## config.mk

```make
export PLATFORM = sky130hd
export DESIGN_NAME = alu_puf_ctrl
export DESIGN_NICKNAME = d
export VERILOG_FILES = /design/src/rtl/alu_puf_pkg.sv /design/src/rtl/puf_vote_acc.sv /design/src/rtl/alu_puf_ctrl.sv
export SDC_FILE = /design/constraint.sdc
export NUM_CORES = 1
export LEC_CHECK = 0
export BUFFER_PORTS_ARGS = -buffer_cell sky130_fd_sc_hd__buf_2
export CORE_MARGIN = 4
export CORE_UTILIZATION = 51
export CTS_CLUSTER_SIZE = 25
export DETAILED_ROUTE_END_ITERATION = 10
export PLACE_DENSITY = 0.86
export SLEW_MARGIN = 0
export SYNTH_ARGS = -nofsm -noshare
export SYNTH_HDL_FRONTEND = slang
export SYNTH_HIERARCHICAL = 1
export SYNTH_SLANG_ARGS = --single-unit
```

## constraint.sdc

```tcl
create_clock -name clk -period 3.73 [get_ports clk]
set_clock_uncertainty 0.15 [all_clocks]
set_input_delay 0.746 -clock clk [delete_from_list [all_inputs] [get_ports clk]]
set_output_delay 0.746 -clock clk [all_outputs]
set_load 0.005 [all_outputs]
```

## src/rtl/alu_puf_pkg.sv

```systemverilog
// rtl/alu_puf_pkg.sv - shared widths and sequencer state type for the ALU PUF controller
// Purpose: common localparams and the state enum used by alu_puf_ctrl and puf_vote_acc.
package alu_puf_pkg;

  localparam int CHAL_W = 128;
  localparam int OP_W   = 16;
  localparam int RESP_W = 16;

  typedef enum logic [2:0] {
    IDLE,
    CLR,
    SETUP,
    FIRE,
    CAPT,
    VOTE,
    DONE
  } state_t;

endpackage

```

## src/rtl/puf_vote_acc.sv

```systemverilog
// rtl/puf_vote_acc.sv - per-bit ones counters with majority vote and stability flags
// Purpose: accumulates synchronized PUF response bits over N_EVAL evaluations.
// Ports:
//   clk, reset      clock and synchronous active-low reset
//   clr             zero all counters (new request)
//   inc_en          add the current bits into the counters (capture cycle)
//   bits            synchronized response bits
//   vote            majority result per bit (ties resolve to 0)
//   stable          1 where every sample agreed (count is 0 or N_EVAL)
module puf_vote_acc
  import alu_puf_pkg::*;
#(
  parameter int N_EVAL = 7
) (
  input  logic              clk,
  input  logic              reset,
  input  logic              clr,
  input  logic              inc_en,
  input  logic [RESP_W-1:0] bits,
  output logic [RESP_W-1:0] vote,
  output logic [RESP_W-1:0] stable
);

  // Wide enough to hold N_EVAL itself, so the counters never wrap.
  localparam int CW = $clog2(N_EVAL + 1);

  logic [CW-1:0] cnt [RESP_W];

  always_ff @(posedge clk) begin
    if (!reset || clr) begin
      for (int i = 0; i < RESP_W; i++) cnt[i] <= '0;
    end else if (inc_en) begin
      for (int i = 0; i < RESP_W; i++) cnt[i] <= cnt[i] + CW'(bits[i]);
    end
  end

  // With an even N_EVAL a tie (cnt == N_EVAL/2) fails the strict compare,
  // so it votes 0, and it is never 0 or N_EVAL, so it is flagged unstable.
  always_comb begin
    vote   = '0;
    stable = '0;
    for (int i = 0; i < RESP_W; i++) begin
      vote[i]   = (cnt[i] > CW'(N_EVAL / 2));
      stable[i] = (cnt[i] == '0) || (cnt[i] == CW'(N_EVAL));
    end
  end

endmodule

```

## src/rtl/alu_puf_ctrl.sv

```systemverilog
// rtl/alu_puf_ctrl.sv - evaluation sequencer and majority voter for the 16-bit ALU PUF
// Purpose: accepts one request, fires the PUF N_EVAL times and returns a voted response.
// Ports:
//   clk, reset                    clock and synchronous active-low reset
//   start, challenge, op_a, op_b  request (sampled in IDLE only)
//   busy                          high outside IDLE
//   puf_challenge, puf_a, puf_b   latched request driven to the PUF
//   puf_trigger, puf_reset        registered PUF control pins
//   puf_response                  asynchronous arbiter outputs
//   resp, resp_stable, resp_valid result, held until resp_ready
//   resp_ready                    consumer acceptance
module alu_puf_ctrl
  import alu_puf_pkg::*;
#(
  parameter int N_EVAL    = 7,
  parameter int RST_CYC   = 4,
  parameter int SETUP_CYC = 8,
  parameter int EVAL_CYC  = 4
) (
  input  logic              clk,
  input  logic              reset,
  input  logic              start,
  input  logic [CHAL_W-1:0] challenge,
  input  logic [OP_W-1:0]   op_a,
  input  logic [OP_W-1:0]   op_b,
  output logic              busy,
  output logic [CHAL_W-1:0] puf_challenge,
  output logic [OP_W-1:0]   puf_a,
  output logic [OP_W-1:0]   puf_b,
  output logic              puf_trigger,
  output logic              puf_reset,
  input  logic [RESP_W-1:0] puf_response,
  output logic [RESP_W-1:0] resp,
  output logic [RESP_W-1:0] resp_stable,
  output logic              resp_valid,
  input  logic              resp_ready
);

  localparam int MAXC = (RST_CYC > SETUP_CYC) ?
                        ((RST_CYC > EVAL_CYC) ? RST_CYC : EVAL_CYC) :
                        ((SETUP_CYC > EVAL_CYC) ? SETUP_CYC : EVAL_CYC);
  localparam int PH_W = $clog2(MAXC + 1);
  localparam int EI_W = (N_EVAL > 1) ? $clog2(N_EVAL) : 1;

  state_t            state, next_state;
  logic [PH_W-1:0]   phase;
  logic [EI_W-1:0]   eval_idx;
  logic [RESP_W-1:0] sync1, sync2;
  logic              acc_clr, acc_inc, last_eval;
  logic [RESP_W-1:0] vote, stable;

  assign busy = (state != IDLE);

  always_comb begin
    next_state = state;
    acc_clr    = 1'b0;
    acc_inc    = 1'b0;
    last_eval  = (eval_idx == EI_W'(N_EVAL - 1));
    case (state)
      IDLE:  if (start) begin
               next_state = CLR;
               acc_clr    = 1'b1;
             end
      CLR:   if (phase == PH_W'(RST_CYC - 1))   next_state = SETUP;
      SETUP: if (phase == PH_W'(SETUP_CYC - 1)) next_state = FIRE;
      FIRE:  if (phase == PH_W'(EVAL_CYC - 1))  next_state = CAPT;
      CAPT:  begin
               acc_inc    = 1'b1;
               next_state = last_eval ? VOTE : CLR;
             end
      VOTE:  next_state = DONE;
      DONE:  if (resp_ready) next_state = IDLE;
      default: next_state = IDLE;
    endcase
  end

  always_ff @(posedge clk) begin
    if (!reset) begin
      state         <= IDLE;
      phase         <= '0;
      eval_idx      <= '0;
      sync1         <= '0;
      sync2         <= '0;
      puf_challenge <= '0;
      puf_a         <= '0;
      puf_b         <= '0;
      puf_trigger   <= 1'b0;
      puf_reset     <= 1'b0;
      resp          <= '0;
      resp_stable   <= '0;
      resp_valid    <= 1'b0;
    end else begin
      state <= next_state;
      sync1 <= puf_response;
      sync2 <= sync1;
      // Phase counts cycles spent in the current state; restarts on every transition.
      phase <= (next_state != state) ? '0 : phase + PH_W'(1);
      if (state == IDLE && start) begin
        puf_challenge <= challenge;
        puf_a         <= op_a;
        puf_b         <= op_b;
        eval_idx      <= '0;
      end
      if (state == CAPT && !last_eval) eval_idx <= eval_idx + EI_W'(1);
      // Pins are registered copies of the state being entered, so they line up with it.
      puf_reset   <= (next_state == CLR);
      puf_trigger <= (next_state == FIRE) || (next_state == CAPT);
      resp_valid  <= (next_state == DONE);
      if (state == VOTE) begin
        resp        <= vote;
        resp_stable <= stable;
      end
    end
  end

  puf_vote_acc #(.N_EVAL(N_EVAL)) u_acc (
    .clk    (clk),
    .reset  (reset),
    .clr    (acc_clr),
    .inc_en (acc_inc),
    .bits   (sync2),
    .vote   (vote),
    .stable (stable)
  );

endmodule
```

==> results.yml <==
placed_design:
  io_buffers: 375
  place_hpwl_um: 19900
  place.gp.congestion: 0.821
grt:
  grt_max_degree: 161
  overflow: 0
  antenna_found_initial: 3
  grt_use_total_pct: 21.8
  busiest_layer: "met2"
  grt_pass1_vias: 8863
  grt_first_pass_wirelength_um: 44100
  grtUsageMet1_pct: 26.7
  use_met2_pct: 37.0
  use_met3_pct: 6.30
sta:
  min_period_ps: 2550
  setup_violations: 0
  max_slew_margin_pct: 26.0
  tightest_slew_ps: 1110
  min_period_over_period_pct: 68.3
  finalHoldViolCount: 0
  rsz0062_at_grt: "no"
  drv_slew: 0
  fmax_mhz: 393
  setup_tns_ps: 0
floorplanning:
  core-area_sq_um: 21800
  row_count: 54
  initial_utilization_pct: 51.9
  die_x_um: 157
  die_h_um: 157
  dieArea_sq_um: 24700
  io_pins: 376
worst_setup_path:
  cp-start-kind: "flop"
  crit_required_ps: 3860
  arrival_ps: 2670
  worstPathMaxFanout: 70
  worstRegToRegCells: 6
  cp-end-kind: "flop"
  path_class: "reg -> reg"
cts:
  worstSkewPairLatency_ps: 540
  clockBufferDepth: 3
  cts_tree: "yes"
  cts_buffers: 30
  ctsHoldBuffers: 0
  postCtsSetupBuffers: 0
  htree_levels: 1
  cts_resized: 0
  cts.clk_slew.worst_paths_ps: 60
  cts_root_buf: "clkbuf_16"
  cts_sinks: 285
route:
  vias_per_cell: 4.98
  wirelength_um: 28500
  post-route-drc-count: 0
  drtPass1Iterations: 5
  vias: 9135
  wire_per_inst_um: 15.6
  drtIter0Drc: 561
  ant_nets: 0
final_layout:
  post-route-util_pct: 64.9
  drive_above_1_share_pct: 28.3
  final_cell_mix: "nand2_1, buf_2, dfxtp_1, a21boi_1, a21boi_0"
  area_growth_pct: 25.1
  layout_commonest_cell: "nand2_1"
  nets: 1742
  fill_cells: 1712
hold_path:
  hold_class: "in -> reg"
  hold_depth: 2
synthesis:
  syn_nets: 1419
  yosys.cell_types.count: 46
  avgSynthCellArea_sq_um: 9.40
  yosysSeqAreaShare_pct: 54.6
  syn_inst: 1204
  synthArstFlopShare_pct: 0
  yosys_warnings: 6
  synth.ff_latch_count: 285
  synth_area_sq_um: 11300
  synth_edf_count: 48
  synth_ff_type: "dfxtp_1"
status:
  status: "completed"
pwr:
  leakage_nw: 6.52
  p_per_area_nw_per_um2: 495
  ir_drop_v: 0.000326
run:
  maxCapViolCount: 0
layer usage:
layer,wire length (um),vias up
met4,891,0
met2,14100,325
met3,2410,60
met1,11200,4176
li1,-,4574
met5,0,-
Yosys cell counts, drive strengths merged, types with 3 or more instances:
| library cell | number | share of area [%] |
|---|---|---|
| nor3 | 4 | 0.18 |
| dfxtp | 237 | 42 |
| clkbuf | 49 | 1.7 |
| or3 | 17 | 0.94 |
| o21ai | 3 | 0.13 |
| buf | 42 | 2.6 |
| nor2 | 20 | 0.66 |
| nand2 | 408 | 14 |
| a21oi | 5 | 0.22 |
| edfxtp | 48 | 13 |
| xnor2 | 17 | 1.3 |
| inv | 4 | 0.15 |
| and2 | 71 | 3.9 |
| ha | 35 | 3.9 |
| a21boi | 193 | 13 |
| nand2b | 4 | 0.22 |
| nand3 | 18 | 0.80 |
| nand3b | 3 | 0.20 |
per-stage QoR:
stage               power [W]  setup slack (ps)  hold slack, ps  std cells  cell area [sq um]
floorplan             0.00381               599             262       1204              11300
global placement      0.00406              1060             266       1775              13200
detailed placement    0.00409              1010             272       1775              13200
CTS                   0.00709              1160             235       1831              14200
global route          0.00733               967             239       1833              14200
finish                0.00702              1180             262       1833              14200
state kept, by name, indices dropped and copies added (netlist names):
| signal | cells |
|---|---|
| u_acc/cnt | 48 |
| resp_valid | 1 |
| puf_a | 16 |
| resp_stable | 16 |
| resp | 16 |
| eval_idx | 3 |
| sync2 | 16 |
| phase | 4 |
| puf_trigger | 1 |
| puf_reset | 1 |
| sync1 | 16 |
| puf_b | 16 |
| state | 3 |
| puf_challenge | 128 |
logic make-up after synthesis:
logic type | after synthesis | synth area share [%]
xor+xnor | 18 | 1.39
flops | 285 | 54.6
compound gates | 210 | 13.9
fa+ha+maj | 35 | 3.87
buf+inv | 95 | 4.39
mux | 2 | 0.199
simple gates | 559 | 21.6
power by group:
group / internal (W) / leakage, nW / switching, W
Combinational: 0.000294 / 3.56 / 0.000341
Clock: 0.00180 / 0.494 / 0.00119
Sequential: 0.00330 / 2.46 / 0.0000952
Total: 0.00539 / 6.52 / 0.00163
final cells by class:
| cell class | instances | area [sq um] | area share [%] |
|---|---|---|---|
| timing repair buffer | 382 | 1960 | 13.8 |
| tap | 280 | 350 | 2.47 |
| antenna | 2 | 5.00 | 0.0353 |
| inverter | 4 | 17.5 | 0.124 |
| sequential | 285 | 6190 | 43.7 |
| clock buffer | 40 | 850 | 6.00 |
| multi-input combinational | 824 | 4640 | 32.8 |
| clock inverter | 16 | 156 | 1.10 |
path summary, 6_finish.rpt:
kind	from	end	slack, ps
setup / recovery	state[0]	u_acc/cnt[0][5]	1180
hold / removal	puf_response[5]	sync1[5]	260
setup reg to reg	state[0]	u_acc/cnt[0][5]	1180
hold reg to reg	sync1[7]	sync2[7]	280
worst max-delay path, stage by stage (launching register included):
cell	delay (ps)
dfxtp_1	440
nor2_1	230
nand3b_1	230
inv_4	110
buf_4	560
nand3b_1	440
nor2_1	120
Power figures use the tool's default switching activity.
